File: src/rtl/key_event_decoder_if.sv
`default_nettype none
// ============================================================================
// Module      : key_event_decoder_if
// Description : Debounced-key input and decoded-event output bundle for the
//               key event decoder.
// Revision    : 1.0 - initial release
// ============================================================================
interface key_event_decoder_if;
  logic key_flag;      // one-cycle pulse per debounced edge
  logic key_state;     // 0 = pressed, 1 = released (valid with key_flag)
  logic short_press;
  logic double_click;
  logic long_press;
  logic hold_repeat;
  logic busy;

  // Producer of key edges / consumer of decoded events
  modport master (
    output key_flag, key_state,
    input  short_press, double_click, long_press, hold_repeat, busy
  );

  // Decoder side
  modport slave (
    input  key_flag, key_state,
    output short_press, double_click, long_press, hold_repeat, busy
  );
endinterface
`default_nettype wire

File: src/rtl/key_event_decoder.sv
`default_nettype none
// ============================================================================
// Module      : key_event_decoder
// Description : Classifies debounced key activity into short press, double
//               click, long press and auto-repeat pulses.
// Revision    : 1.0 - initial release
// ============================================================================
module key_event_decoder #(
  parameter int unsigned LONG_CNT   = 50_000_000,
  parameter int unsigned DBL_CNT    = 15_000_000,
  parameter int unsigned REPEAT_CNT = 10_000_000
) (
  input  wire logic           clk,
  input  wire logic           rst,
  key_event_decoder_if.slave  kif
);

  // Terminal counts: the counter reaches these on the last cycle of a window
  localparam logic [31:0] C_LONG_TERM   = 32'(LONG_CNT - 1);
  localparam logic [31:0] C_DBL_TERM    = 32'(DBL_CNT - 1);
  localparam logic [31:0] C_REPEAT_TERM = 32'(REPEAT_CNT - 1);

  typedef enum logic [2:0] {
    S_IDLE   = 3'd0,
    S_PRESS1 = 3'd1,
    S_WAIT2  = 3'd2,
    S_PRESS2 = 3'd3,
    S_LONG   = 3'd4
  } state_t;

  state_t      state_q, state_d;
  logic [31:0] cnt_q, cnt_d;
  logic        short_q, short_d;
  logic        double_q, double_d;
  logic        long_q, long_d;
  logic        repeat_q, repeat_d;
  logic        busy_q, busy_d;

  logic        w_press_ev;
  logic        w_release_ev;

  // key_state only carries meaning alongside key_flag
  assign w_press_ev   = kif.key_flag & ~kif.key_state;
  assign w_release_ev = kif.key_flag &  kif.key_state;

  // Next-state, counter and pulse decode; every state change clears the counter
  always_comb begin
    state_d  = state_q;
    cnt_d    = cnt_q;
    short_d  = 1'b0;
    double_d = 1'b0;
    long_d   = 1'b0;
    repeat_d = 1'b0;
    case (state_q)
      S_IDLE: begin
        cnt_d = 32'd0;
        if (w_press_ev) begin
          state_d = S_PRESS1;
        end
      end
      S_PRESS1: begin
        // Release takes priority over the long-press timeout
        if (w_release_ev) begin
          state_d = S_WAIT2;
          cnt_d   = 32'd0;
        end else if (cnt_q == C_LONG_TERM) begin
          state_d = S_LONG;
          cnt_d   = 32'd0;
          long_d  = 1'b1;
        end else begin
          cnt_d = cnt_q + 32'd1;
        end
      end
      S_WAIT2: begin
        // Second press takes priority over the short-press timeout
        if (w_press_ev) begin
          state_d = S_PRESS2;
          cnt_d   = 32'd0;
        end else if (cnt_q == C_DBL_TERM) begin
          state_d = S_IDLE;
          cnt_d   = 32'd0;
          short_d = 1'b1;
        end else begin
          cnt_d = cnt_q + 32'd1;
        end
      end
      S_PRESS2: begin
        // No timeout here: the double click completes only on release
        cnt_d = 32'd0;
        if (w_release_ev) begin
          state_d  = S_IDLE;
          double_d = 1'b1;
        end
      end
      S_LONG: begin
        if (w_release_ev) begin
          state_d = S_IDLE;
          cnt_d   = 32'd0;
        end else if (cnt_q == C_REPEAT_TERM) begin
          cnt_d    = 32'd0;
          repeat_d = 1'b1;
        end else begin
          cnt_d = cnt_q + 32'd1;
        end
      end
      default: begin
        state_d = S_IDLE;
        cnt_d   = 32'd0;
      end
    endcase
    busy_d = (state_d != S_IDLE);
  end

  // State, counter and registered outputs; reset aborts any sequence silently
  always_ff @(posedge clk or posedge rst) begin
    if (rst) begin
      state_q  <= S_IDLE;
      cnt_q    <= 32'd0;
      short_q  <= 1'b0;
      double_q <= 1'b0;
      long_q   <= 1'b0;
      repeat_q <= 1'b0;
      busy_q   <= 1'b0;
    end else begin
      state_q  <= state_d;
      cnt_q    <= cnt_d;
      short_q  <= short_d;
      double_q <= double_d;
      long_q   <= long_d;
      repeat_q <= repeat_d;
      busy_q   <= busy_d;
    end
  end

  assign kif.short_press  = short_q;
  assign kif.double_click = double_q;
  assign kif.long_press   = long_q;
  assign kif.hold_repeat  = repeat_q;
  assign kif.busy         = busy_q;

endmodule
`default_nettype wire
File: src/flat_wrapper.sv
// flat-port wrapper written by rule: the top's interface ports become plain ports
module key_event_decoder_flat 
#(
  parameter int unsigned LONG_CNT   = 50_000_000,
  parameter int unsigned DBL_CNT    = 15_000_000,
  parameter int unsigned REPEAT_CNT = 10_000_000
)
  (clk, rst, kif_key_flag, kif_key_state, kif_short_press, kif_double_click, kif_long_press, kif_hold_repeat, kif_busy);
  key_event_decoder_if kif_i ();
  input  wire logic clk;
  input  wire logic rst;
  input wire logic [$bits(kif_i.key_flag)-1:0] kif_key_flag;
  input wire logic [$bits(kif_i.key_state)-1:0] kif_key_state;
  output wire logic [$bits(kif_i.short_press)-1:0] kif_short_press;
  output wire logic [$bits(kif_i.double_click)-1:0] kif_double_click;
  output wire logic [$bits(kif_i.long_press)-1:0] kif_long_press;
  output wire logic [$bits(kif_i.hold_repeat)-1:0] kif_hold_repeat;
  output wire logic [$bits(kif_i.busy)-1:0] kif_busy;
  assign kif_i.key_flag = kif_key_flag;
  assign kif_i.key_state = kif_key_state;
  assign kif_short_press = kif_i.short_press;
  assign kif_double_click = kif_i.double_click;
  assign kif_long_press = kif_i.long_press;
  assign kif_hold_repeat = kif_i.hold_repeat;
  assign kif_busy = kif_i.busy;
  key_event_decoder #(.LONG_CNT(LONG_CNT), .DBL_CNT(DBL_CNT), .REPEAT_CNT(REPEAT_CNT)) u_core (.clk(clk), .rst(rst), .kif(kif_i));
endmodule
File: config.mk
export PLATFORM = sky130hd
export DESIGN_NAME = key_event_decoder_flat
export DESIGN_NICKNAME = d
export VERILOG_FILES = /design/src/rtl/key_event_decoder_if.sv /design/src/rtl/key_event_decoder.sv /design/src/flat_wrapper.sv
export SDC_FILE = /design/constraint.sdc
export NUM_CORES = 1
export LEC_CHECK = 0
export BUFFER_PORTS_ARGS = -buffer_cell sky130_fd_sc_hd__buf_2
export CORE_ASPECT_RATIO = 1.4
export CORE_MARGIN = 4
export CORE_UTILIZATION = 55
export DETAILED_ROUTE_END_ITERATION = 12
export GPL_TIMING_DRIVEN = 1
export PLACE_DENSITY = 0.84
export SYNTH_ARGS = -nofsm -noshare
export SYNTH_HDL_FRONTEND = slang
export SYNTH_SLANG_ARGS = --single-unit
File: constraint.sdc
create_clock -name clk -period 1.82 [get_ports clk]
set_input_delay 0.364 -clock clk [delete_from_list [all_inputs] [get_ports clk]]
set_output_delay 0.364 -clock clk [all_outputs]
set_load 0.05 [all_outputs]
==> run metrics, run 1 <==
Crit. End Element register; crit path time final 2.08 ns; Leak Pwr 1.23 nW; Clock Skew 0.00809 ns; die area 5280 um2; clock root buffer master clkbuf_8; peak supply drop 0.000732 V; Die X 62.6 um; Synthesized Nets 224; Synth Instances 219; GRT Total Usage 21.0%; P&R area growth vs syn 30.3%; vias 1,977; Overall Power 0.00219 W; Port Buf Inserts 8; Maximum Capacitance Violations 0; DRT Pass-1 Iters 4; failing checks negative setup slack; sequential power share 43.4%; met1 Use GR 22.5%; # IOs 9; critical path depth 8; Final Cycle Share 114%; mapped cell area 2290 um2; Vias/cell 6.18; CTS tree yes; # DRC 0; initial core utilization 57.6%; cell taking the most area after synthesis dfrtp_1; Slew @ Worst Pin 0.514 ns; largest net degree at the start of global routing 41; GR Layer Usage met3 3.61%; switch share 28.8%; Critical Path RT 2.00 ns; Final Hold Viols 0; switching pwr 0.000631 W; WP buf/inv 3; crit path kind register to register; Clk pwr share 33.3%; crit path max fanout 8; global route hottest layer met2; Final HPWL DP 3730 um; Unique masters post-synth 39; clk_lat worst skew 0.30 ns; FP Rows 27; pre-CTS WS -0.237 ns; number of global-route vias before repair 2,001; Layout Nets 281; Slew Limit Fails 0; hold_buf cts 0; met2 GRT Util 39.0%; Highest Clock Rate 482 MHz; Fin Hold WS 0.174 ns; Post-DP Area 2720 um2; clk sinks 40; Max Root-Sink Buffers 2; critical path's slowest cell or4_4; Cell Chain, Critical Path or4_4 -> buf_6 -> nor4_4 -> a21oi_2 -> nor3_4 -> buf_4 -> buf_12 -> a21boi_0; routed wire length 5730 um; Comb pwr share 23.3%; post-synth top area share 43.6%; first-pass GRT wire length 8880 um; Worst Hold Class input port to async pin; number of synthesized register bits 40; Startpoint Class register; Critical Path AT 2.26 ns; fraction of layout cells with a size suffix above 1 41.5%; setup ws final -0.255 ns; RSZ-0062 raised after global routing yes; CP max stage delay 0.57 ns; Clock transition at path regs 0.08 ns; synth warn 0; largest cells by area after synthesis dfrtp_1, a21oi_2, xor2_1; grt ovf 0; Starting DRT DRC Count 112; Mapped Avg Cell Area 10.5 um2; core area 3990 um2; antenna violations before repair 0; final setup vio count 36; Die Y-Extent 84.4 um; Placer Congestion 0.835; relative slew slack 65.7%; Num CTS Buffers 5; power density over cell area 732 nW/um2; Seq/Total Area, Yosys 43.6%; CTS H-Tree Depth 2; routed wire length per instance 17.9 um; ant diodes 0; status complete, but fails checks; post-route ant nets 0; Crit path max-delay family simple AND/OR/NAND/NOR gates; reg2reg path depth 8; cell area after layout 2990 um2; setup total negative slack -6.98 ns; Internal Power 0.00156 W
## sequential cells by signal, summed over array words and instances (netlist names)
register / cells
u_core.kif.busy: 1
u_core.cnt_q: 32
u_core.state_q: 3
u_core.kif.long_press: 1
u_core.kif.double_click: 1
u_core.kif.hold_repeat: 1
u_core.kif.short_press: 1
## synth_stat cells
cell	count
nor4_2	2
or3_1	3
nor4b_4	1
ha_1	1
nand3b_1	2
o31ai_1	1
nand2b_1	2
o21ai_0	3
o22ai_1	1
or4_1	1
nor4_1	5
nor2b_1	4
a31oi_1	2
nand2_1	14
nand3b_2	1
xor2_1	18
a21oi_1	5
inv_1	3
xnor2_1	10
nand4bb_1	1
dfrtp_1	40
clkbuf_1	2
nor4bb_1	1
and2_1	3
and4_1	1
nor3_1	4
nor4_4	1
nand3_1	16
or4_4	2
a22oi_1	1
nor2_1	10
nand4_1	12
a21boi_0	1
nor3_4	1
mux2_2	1
buf_6	6
and3_1	6
a22oi_2	1
a21oi_2	30
## final timing paths
path | slack, ns | start | to
max | -0.26 | u_core.cnt_q[27] | u_core.cnt_q[1]
max in group asynchronous | 1.28 | rst | u_core.cnt_q[30]
max reg2reg | -0.26 | u_core.cnt_q[27] | u_core.cnt_q[1]
min | 0.17 | rst | u_core.cnt_q[4]
min in group clk | 0.40 | kif_key_flag | u_core.state_q[1]
min reg2reg | 0.54 | u_core.cnt_q[0] | u_core.cnt_q[0]
## layout by cell type (no fill, tap or decap), types with 8 or more instances in the layout
master,instances
nand3_1,14
buf_4,40
xor2_1,18
nor2_1,10
nand4_1,12
xnor2_1,10
a21oi_2,32
buf_2,8
dfrtp_1,40
nand2_1,14
## per-stage QoR
stage          instances  util (%)
3_5_place_dp         305      68.3
3_3_place_gp         305      68.3
4_1_cts              315      72.3
2_1_floorplan        219         -
6_report             320      75.0
5_1_grt              320      75.0
## layer usage
layer,share of wire (%),wire (um),up-vias
met5,0,0,-
met4,4.2,239,0
li1,-,-,908
met1,38,2190,988
met3,3.9,221,23
met2,54,3080,58
## what timing repair did
action | CTS | global route
pin swaps | 5 | 7
gates resized for setup | 4 | 7
setup buffers | 1 | 4
gates cloned | 1 | 2
setup endpoints to repair | 36 | 37
## cell type report
class | count | area, um2
Multi-Input combinational cell | 168 | 1280
Sequential cell | 40 | 1000
Clock buffer | 5 | 68.8
Clock inverter | 3 | 42.5
Inverter | 3 | 11.3
Fill cell | 262 | 996
Tap cell | 43 | 53.8
Timing Repair Buffer | 58 | 536
## tightest hold or removal path, cell delays in order
cell and delay, ns:
buf_2 0.10, inv_1 0.04, buf_4 0.43
## power by group through the flow
stage          Sequential (W)  Combinational, W  Clock, W
2_1_floorplan        0.000987          0.000271         0
3_3_place_gp         0.000966          0.000403         0
3_5_place_dp         0.000969          0.000413         0
4_1_cts              0.000951          0.000459  0.000731
5_1_grt              0.000957          0.000545  0.000777
6_report             0.000951          0.000510  0.000728
## cell families (layout without fill, tap and decap cells)
| logic type | Yosys count | in the layout | synth area share [%] |
|---|---|---|---|
| AND/OR/NAND/NOR | 93 | 93 | 25.4 |
| AO/OA/AOI/OAI | 45 | 45 | 15.5 |
| flip-flops | 40 | 40 | 43.6 |
| XOR/XNOR | 28 | 28 | 10.7 |
| buffers and inverters | 11 | 69 | 3.76 |
| adder cells (fa/ha/maj) | 1 | 1 | 0.545 |
| multiplexers | 1 | 1 | 0.491 |
Note: power is estimated with default switching activity, not from simulation.
==> inputs of run 2 (changes only) <==
--- a/config.mk
+++ b/config.mk
@@ -6,9 +6,11 @@
 export NUM_CORES = 1
 export LEC_CHECK = 0
 export BUFFER_PORTS_ARGS = -buffer_cell sky130_fd_sc_hd__buf_2
+export CELL_PAD_IN_SITES_DETAIL_PLACEMENT = 0
+export CELL_PAD_IN_SITES_GLOBAL_PLACEMENT = 2
 export CORE_ASPECT_RATIO = 1.4
 export CORE_MARGIN = 4
-export CORE_UTILIZATION = 55
+export CORE_UTILIZATION = 37
 export DETAILED_ROUTE_END_ITERATION = 12
 export GPL_TIMING_DRIVEN = 1
 export PLACE_DENSITY = 0.84
==> run 2 against run 1 <==
The run still ends with negative setup slack left. Hold slack lost 0.058 ns. Sequential share of layout area shrank 0.35 points. Cell area grew 1.0%. Core utilization shrank 24 points. Die area grew 43%. Critical path type unchanged. Largest cell class unchanged.
==> run metrics, run 2 (same netlist as run 1, synthesis figures left out) <==
routed wire length 5670 um; Leak Pwr 1.24 nW; P&R area growth vs syn 31.7%; DRT Pass-1 Iters 4; commonest non-fill, non-tap cell in the layout buf_4; Fin Hold WS 0.116 ns; Layout Nets 288; peak supply drop 0.000326 V; ant diodes 0; clk_lat worst skew 0.29 ns; Die Y-Extent 101 um; hold_buf cts 0; Slew Limit Fails 0; GRT Total Usage 16.4%; Final Hold Viols 0; final setup vio count 36; Num CTS Buffers 5; Die X 74.6 um; WP buf/inv 1; post-route ant nets 0; Placer Congestion 0.760; critical path's slowest cell or4_4; Crit path max-delay family simple AND/OR/NAND/NOR gates; FP Rows 33; most frequent cells in the layout buf_4, dfrtp_1, a21oi_2, xor2_1, nand3_1; Finished Layout Cells 351; # DRC 0; RSZ-0062 raised after global routing yes; CTS tree yes; crit path time final 2.10 ns; Clock Skew 0.00667 ns; switching pwr 0.000593 W; FF/Latch Area 1000 um2; Critical Path RT 2.00 ns; power density over cell area 661 nW/um2; Worst Hold Class input port to async pin; clk sinks 40; Startpoint Class register; Largest register FFs 32; sequential power share 47.7%; status complete, but fails checks; Starting DRT DRC Count 54; Critical Path AT 2.28 ns; crit path kind register to register; Port Buf Inserts 8; routed wire length per instance 16.2 um; Final HPWL DP 4040 um; CP max stage delay 0.57 ns; crit path max fanout 10; Highest Clock Rate 476 MHz; Clk pwr share 27.1%; setup ws final -0.280 ns; largest net degree at the start of global routing 41; number of global-route vias before repair 1,982; Vias/cell 5.36; biggest regs u_core.cnt_q x32, u_core.state_q x3; Cell Chain, Critical Path or4_4 -> nor4_4 -> and3_4 -> nand3b_4 -> buf_12 -> a21boi_1; CTS H-Tree Depth 2; clock root buffer master clkbuf_8; antenna violations before repair 0; vias 1,882; Final Cycle Share 115%; failing checks negative setup slack; Comb pwr share 25.3%; Clock transition at path regs 0.08 ns; Placed Instances 340; most flop-heavy register u_core.cnt_q; Maximum Capacitance Violations 0; # IOs 9; switch share 29.7%; initial core utilization 38.6%; Slew @ Worst Pin 0.410 ns; Fill cells 572; core area 5950 um2; Crit. End Element register; Core Util, Final 50.8%; Internal Power 0.00140 W; area of the multi-input gates 1270 um2; die area 7540 um2; grt ovf 0; Max Root-Sink Buffers 2; fraction of layout cells with a size suffix above 1 41.6%; first-pass GRT wire length 9380 um; relative slew slack 72.4%
-- run 2: what timing repair did --
action | 4_1_cts | 5_1_grt
gates cloned | 1 | 1
gates resized for setup | 7 | 4
setup buffers | 4 | 1
endpoints found under the setup margin | 35 | 38
pin swaps | 11 | 8
-- run 2: power groups by stage --
stage	combinational, W	sequential, W	clock (W)
3_3_place_gp	0.000432	0.000968	0
2_1_floorplan	0.000271	0.000987	0
3_5_place_dp	0.000435	0.000968	0
6_report	0.000505	0.000952	0.000540
4_1_cts	0.000488	0.000951	0.000566
5_1_grt	0.000540	0.000956	0.000589
-- run 2: stage by stage --
step | setup TNS [ns] | setup WS (ns) | area, um2 | power [W]
6_report | -8.68 | -0.280 | 3020 | 0.00200
2_1_floorplan | -2.12 | -0.101 | 2340 | 0.00126
4_1_cts | -5.60 | -0.209 | 2970 | 0.00200
3_5_place_dp | -6.36 | -0.232 | 2830 | 0.00140
3_3_place_gp | -6.41 | -0.233 | 2830 | 0.00140
5_1_grt | -11.26 | -0.341 | 3020 | 0.00209
-- run 2: area by class of cell --
cell class / count / area share (%)
clock buffer: 5 / 2.28
inverter: 3 / 0.373
multi-input combinational: 168 / 41.9
sequential: 40 / 33.1
tap: 70 / 2.90
timing repair buffer: 65 / 19.4
-- run 2: metal layers --
layer	GRT usage (%)	up-vias	routed length, um
li1	-	921	-
met1	17.2	919	2250
met2	31.1	27	3120
met3	3.38	15	161
met4	5.75	0	142
met5	0	-	0
-- run 2: final timing paths --
kind	start	to	slack, ns	cells past startpoint
max	u_core.cnt_q[28]	u_core.cnt_q[1]	-0.28	6
min	rst	u_core.cnt_q[20]	0.12	3
max reg2reg	u_core.cnt_q[28]	u_core.cnt_q[1]	-0.28	6
min reg2reg	u_core.cnt_q[0]	u_core.cnt_q[0]	0.55	2
max in group asynchronous	rst	u_core.kif.hold_repeat	1.50	3
min in group clk	kif_key_flag	u_core.state_q[1]	0.39	3
-- run 2: tightest hold or removal path: cells and delay by family --
family   cells  cell delay, ns
buf+inv      3            0.42
==> inputs of run 3 (changes only) <==
--- a/config.mk
+++ b/config.mk
@@ -5,12 +5,13 @@
 export SDC_FILE = /design/constraint.sdc
 export NUM_CORES = 1
 export LEC_CHECK = 0
+export ABC_AREA = 1
 export BUFFER_PORTS_ARGS = -buffer_cell sky130_fd_sc_hd__buf_2
 export CELL_PAD_IN_SITES_DETAIL_PLACEMENT = 0
 export CELL_PAD_IN_SITES_GLOBAL_PLACEMENT = 2
 export CORE_ASPECT_RATIO = 1.4
 export CORE_MARGIN = 4
-export CORE_UTILIZATION = 37
+export CORE_UTILIZATION = 31
 export DETAILED_ROUTE_END_ITERATION = 12
 export GPL_TIMING_DRIVEN = 1
 export PLACE_DENSITY = 0.84
==> run 3 against run 2 <==
The flow now finishes without violations. Register-to-register slack improved by 0.40 ns. Sequential share of layout area fell by 3.2 points. Maximum frequency rose by 23%. Synthesized cell count rose by 110%. Highest routed layer unchanged. Area after synthesis rose by 27%. Critical endpoint unchanged.
==> run metrics, run 3 <==
status completed; Placer Congestion 0.855; Max Root-Sink Buffers 2; Num CTS Buffers 5; Layout Nets 477; Cell Chain, Critical Path ha_2 -> nand2_2 -> nor2_4 -> nand3_1 -> nor2_1 -> nand2_1 -> nand2_2 -> nand3_4 -> buf_12 -> and2_4; core area 9130 um2; Port Buf Inserts 8; relative slew slack 77.5%; Worst Hold Class input port to async pin; crit path time final 1.70 ns; GRT Total Usage 15.7%; Final Hold Viols 0; routed wire length per instance 14.0 um; Fill cells 1,006; fraction of layout cells with a size suffix above 1 16.1%; Slew @ Worst Pin 0.333 ns; sequential power share 36.1%; Clock transition at path regs 0.06 ns; largest cells by area after synthesis dfrtp_1, nand2_1, inv_1; Critical Path RT 2.00 ns; mapped cell area 2920 um2; initial core utilization 32.0%; number of global-route vias before repair 2,649; Critical Path AT 1.88 ns; Clk pwr share 37.3%; routed wire length 8130 um; Worst Setup SP u_core.cnt_q[1]; Post-synth top cells nand2_1, inv_1, nor2_1, dfrtp_1, nand3_1; Seq/Total Area, Yosys 34.2%; Unique masters post-synth 29; crit path max fanout 21; Startpoint Class register; RR Startpoint u_core.cnt_q[1]; Largest register FFs 32; ant diodes 0; final setup vio count 0; Final HPWL DP 6560 um; number of synthesized register bits 40; post-route ant nets 0; biggest regs u_core.cnt_q x32, u_core.state_q x3; r2r setup slk 0.12 ns; post-synth top area share 34.2%; pre-CTS WS 0.110 ns; clk_lat worst skew 0.29 ns; Final Cycle Share 93.4%; critical path's slowest cell dfrtp_1; Maximum Capacitance Violations 0; Crit path max-delay family simple AND/OR/NAND/NOR gates; CTS H-Tree Depth 2; commonest non-fill, non-tap cell in the layout nand2_1; cell taking the most area after synthesis dfrtp_1; Clock Skew 0.00640 ns; # DRC 0; Post-synth ARST share 100%; clk sinks 40; Crit. End Element register; clock root buffer master clkbuf_16; Worst R2R End u_core.cnt_q[1]; Highest Clock Rate 588 MHz; WP buf/inv 1; setup total negative slack 0 ns; reg2reg path depth 10; DRT Pass-1 Iters 6; Mapped Avg Cell Area 6.51 um2; largest net degree at the start of global routing 41; Synthesized Nets 454; hold_buf cts 0; Synth Instances 449; P&R area growth vs syn 14.8%; # IOs 9; CP max stage delay 0.37 ns; peak supply drop 0.000589 V; Comb pwr share 26.6%; crit path kind register to register; CTS tree yes; Leak Pwr 1.70 nW; die area 11,100 um2; Post-synth EDFFs 0; grt ovf 0; Starting DRT DRC Count 173; most flop-heavy register u_core.cnt_q; setup ws final 0.120 ns; Finished Layout Cells 580; synth warn 0; Die Y-Extent 123 um; Slew Limit Fails 0; switch share 31.0%; Placed Instances 572; Internal Power 0.00187 W; FP Rows 41; power density over cell area 809 nW/um2; antenna violations before repair 0; Die X 90.1 um; first-pass GRT wire length 13,400 um; RSZ-0062 raised after global routing no; Vias/cell 4.54; Main synth FF type dfrtp_1; most common cell in the netlist nand2_1; CP most frequent cell nand2_2; switching pwr 0.000842 W; vias 2,631; most frequent cells in the layout nand2_1, inv_1, nor2_1, dfrtp_1, nand3_1
## run 3: changes by cell type after synthesis, moves of 5 or more
cell	delta
nand2_1	+131
inv_1	+75
nor2_1	+65
a21oi_2	-30
nand2_2	+11
nand3_1	+10
nor2_2	+10
xnor2_1	-10
inv_2	+6
nor2b_4	+6
a21oi_1	-5
and3_1	-5
xor2_1	-5
## run 3: power by group through the flow
stage	Clock [W]	Combinational (W)	Sequential (W)
after floorplan	0	0.000480	0.00105
after global placement	0	0.000731	0.000995
after detailed placement	0	0.000738	0.000997
after CTS	0.00103	0.000736	0.000980
after global routing	0.00107	0.000807	0.000986
final	0.00101	0.000723	0.000981
## run 3: worst max path at each step
stage | cells past startpoint | endpoint | slack [ns]
final | 10 | u_core.cnt_q[1] | 0.12
after global routing | 8 | u_core.cnt_q[28] | 0.01
after CTS | 12 | u_core.cnt_q[22] | 0.11
after detailed placement | 12 | u_core.cnt_q[22] | 0.11
after global placement | 9 | u_core.cnt_q[7] | 0.13
after floorplan | 10 | u_core.cnt_q[2] | 0.18
## run 3: through the flow
step	total power (W)	hold WS, ns	utilization, %	instance area [um2]
after detailed placement	0.00173	0.418	34.7	3170
final	0.00272	0.0972	36.8	3360
after floorplan	0.00153	0.457	-	2920
after CTS	0.00275	0.110	36.5	3340
after global routing	0.00287	0.119	36.8	3360
after global placement	0.00173	0.410	34.7	3170
## run 3: cell type report
| class | instances | area (um2) | share of cell area, % |
|---|---|---|---|
| clock buffers | 6 | 129 | 3.84 |
| clock inverters | 2 | 35.0 | 1.04 |
| inverters | 84 | 315 | 9.39 |
| multi-input cells | 322 | 1590 | 47.4 |
| flip-flops and latches | 40 | 1000 | 29.9 |
| well taps | 107 | 134 | 3.99 |
| repair buffers | 19 | 148 | 4.40 |
## run 3: per-layer routing
layer	share of wire, %	global-route usage (%)
met5	0	0
met4	2.8	6.61
met3	2.6	2.37
met2	52	29.4
met1	42	17.9
## run 3: repair_timing
action	4_1_cts	5_1_grt
setup buffers	0	0
gates resized for setup	0	7
setup endpoints to repair	0	5
## run 3: logic make-up after synthesis
group,synth area share [%]
AO/OA/AOI/OAI,0.813
XOR/XNOR,3.89
adder cells (fa/ha/maj),0.428
buffers and inverters,11.9
flip-flops,34.2
AND/OR/NAND/NOR,48.7
## run 3: worst register-to-register path, stage by stage, from the launching register on
cell	delay (ns)
dfrtp_1	0.37
ha_2	0.21
nand2_2	0.08
nor2_4	0.14
nand3_1	0.09
nor2_1	0.14
nand2_1	0.08
nand2_2	0.08
nand3_4	0.09
buf_12	0.16
and2_4	0.15
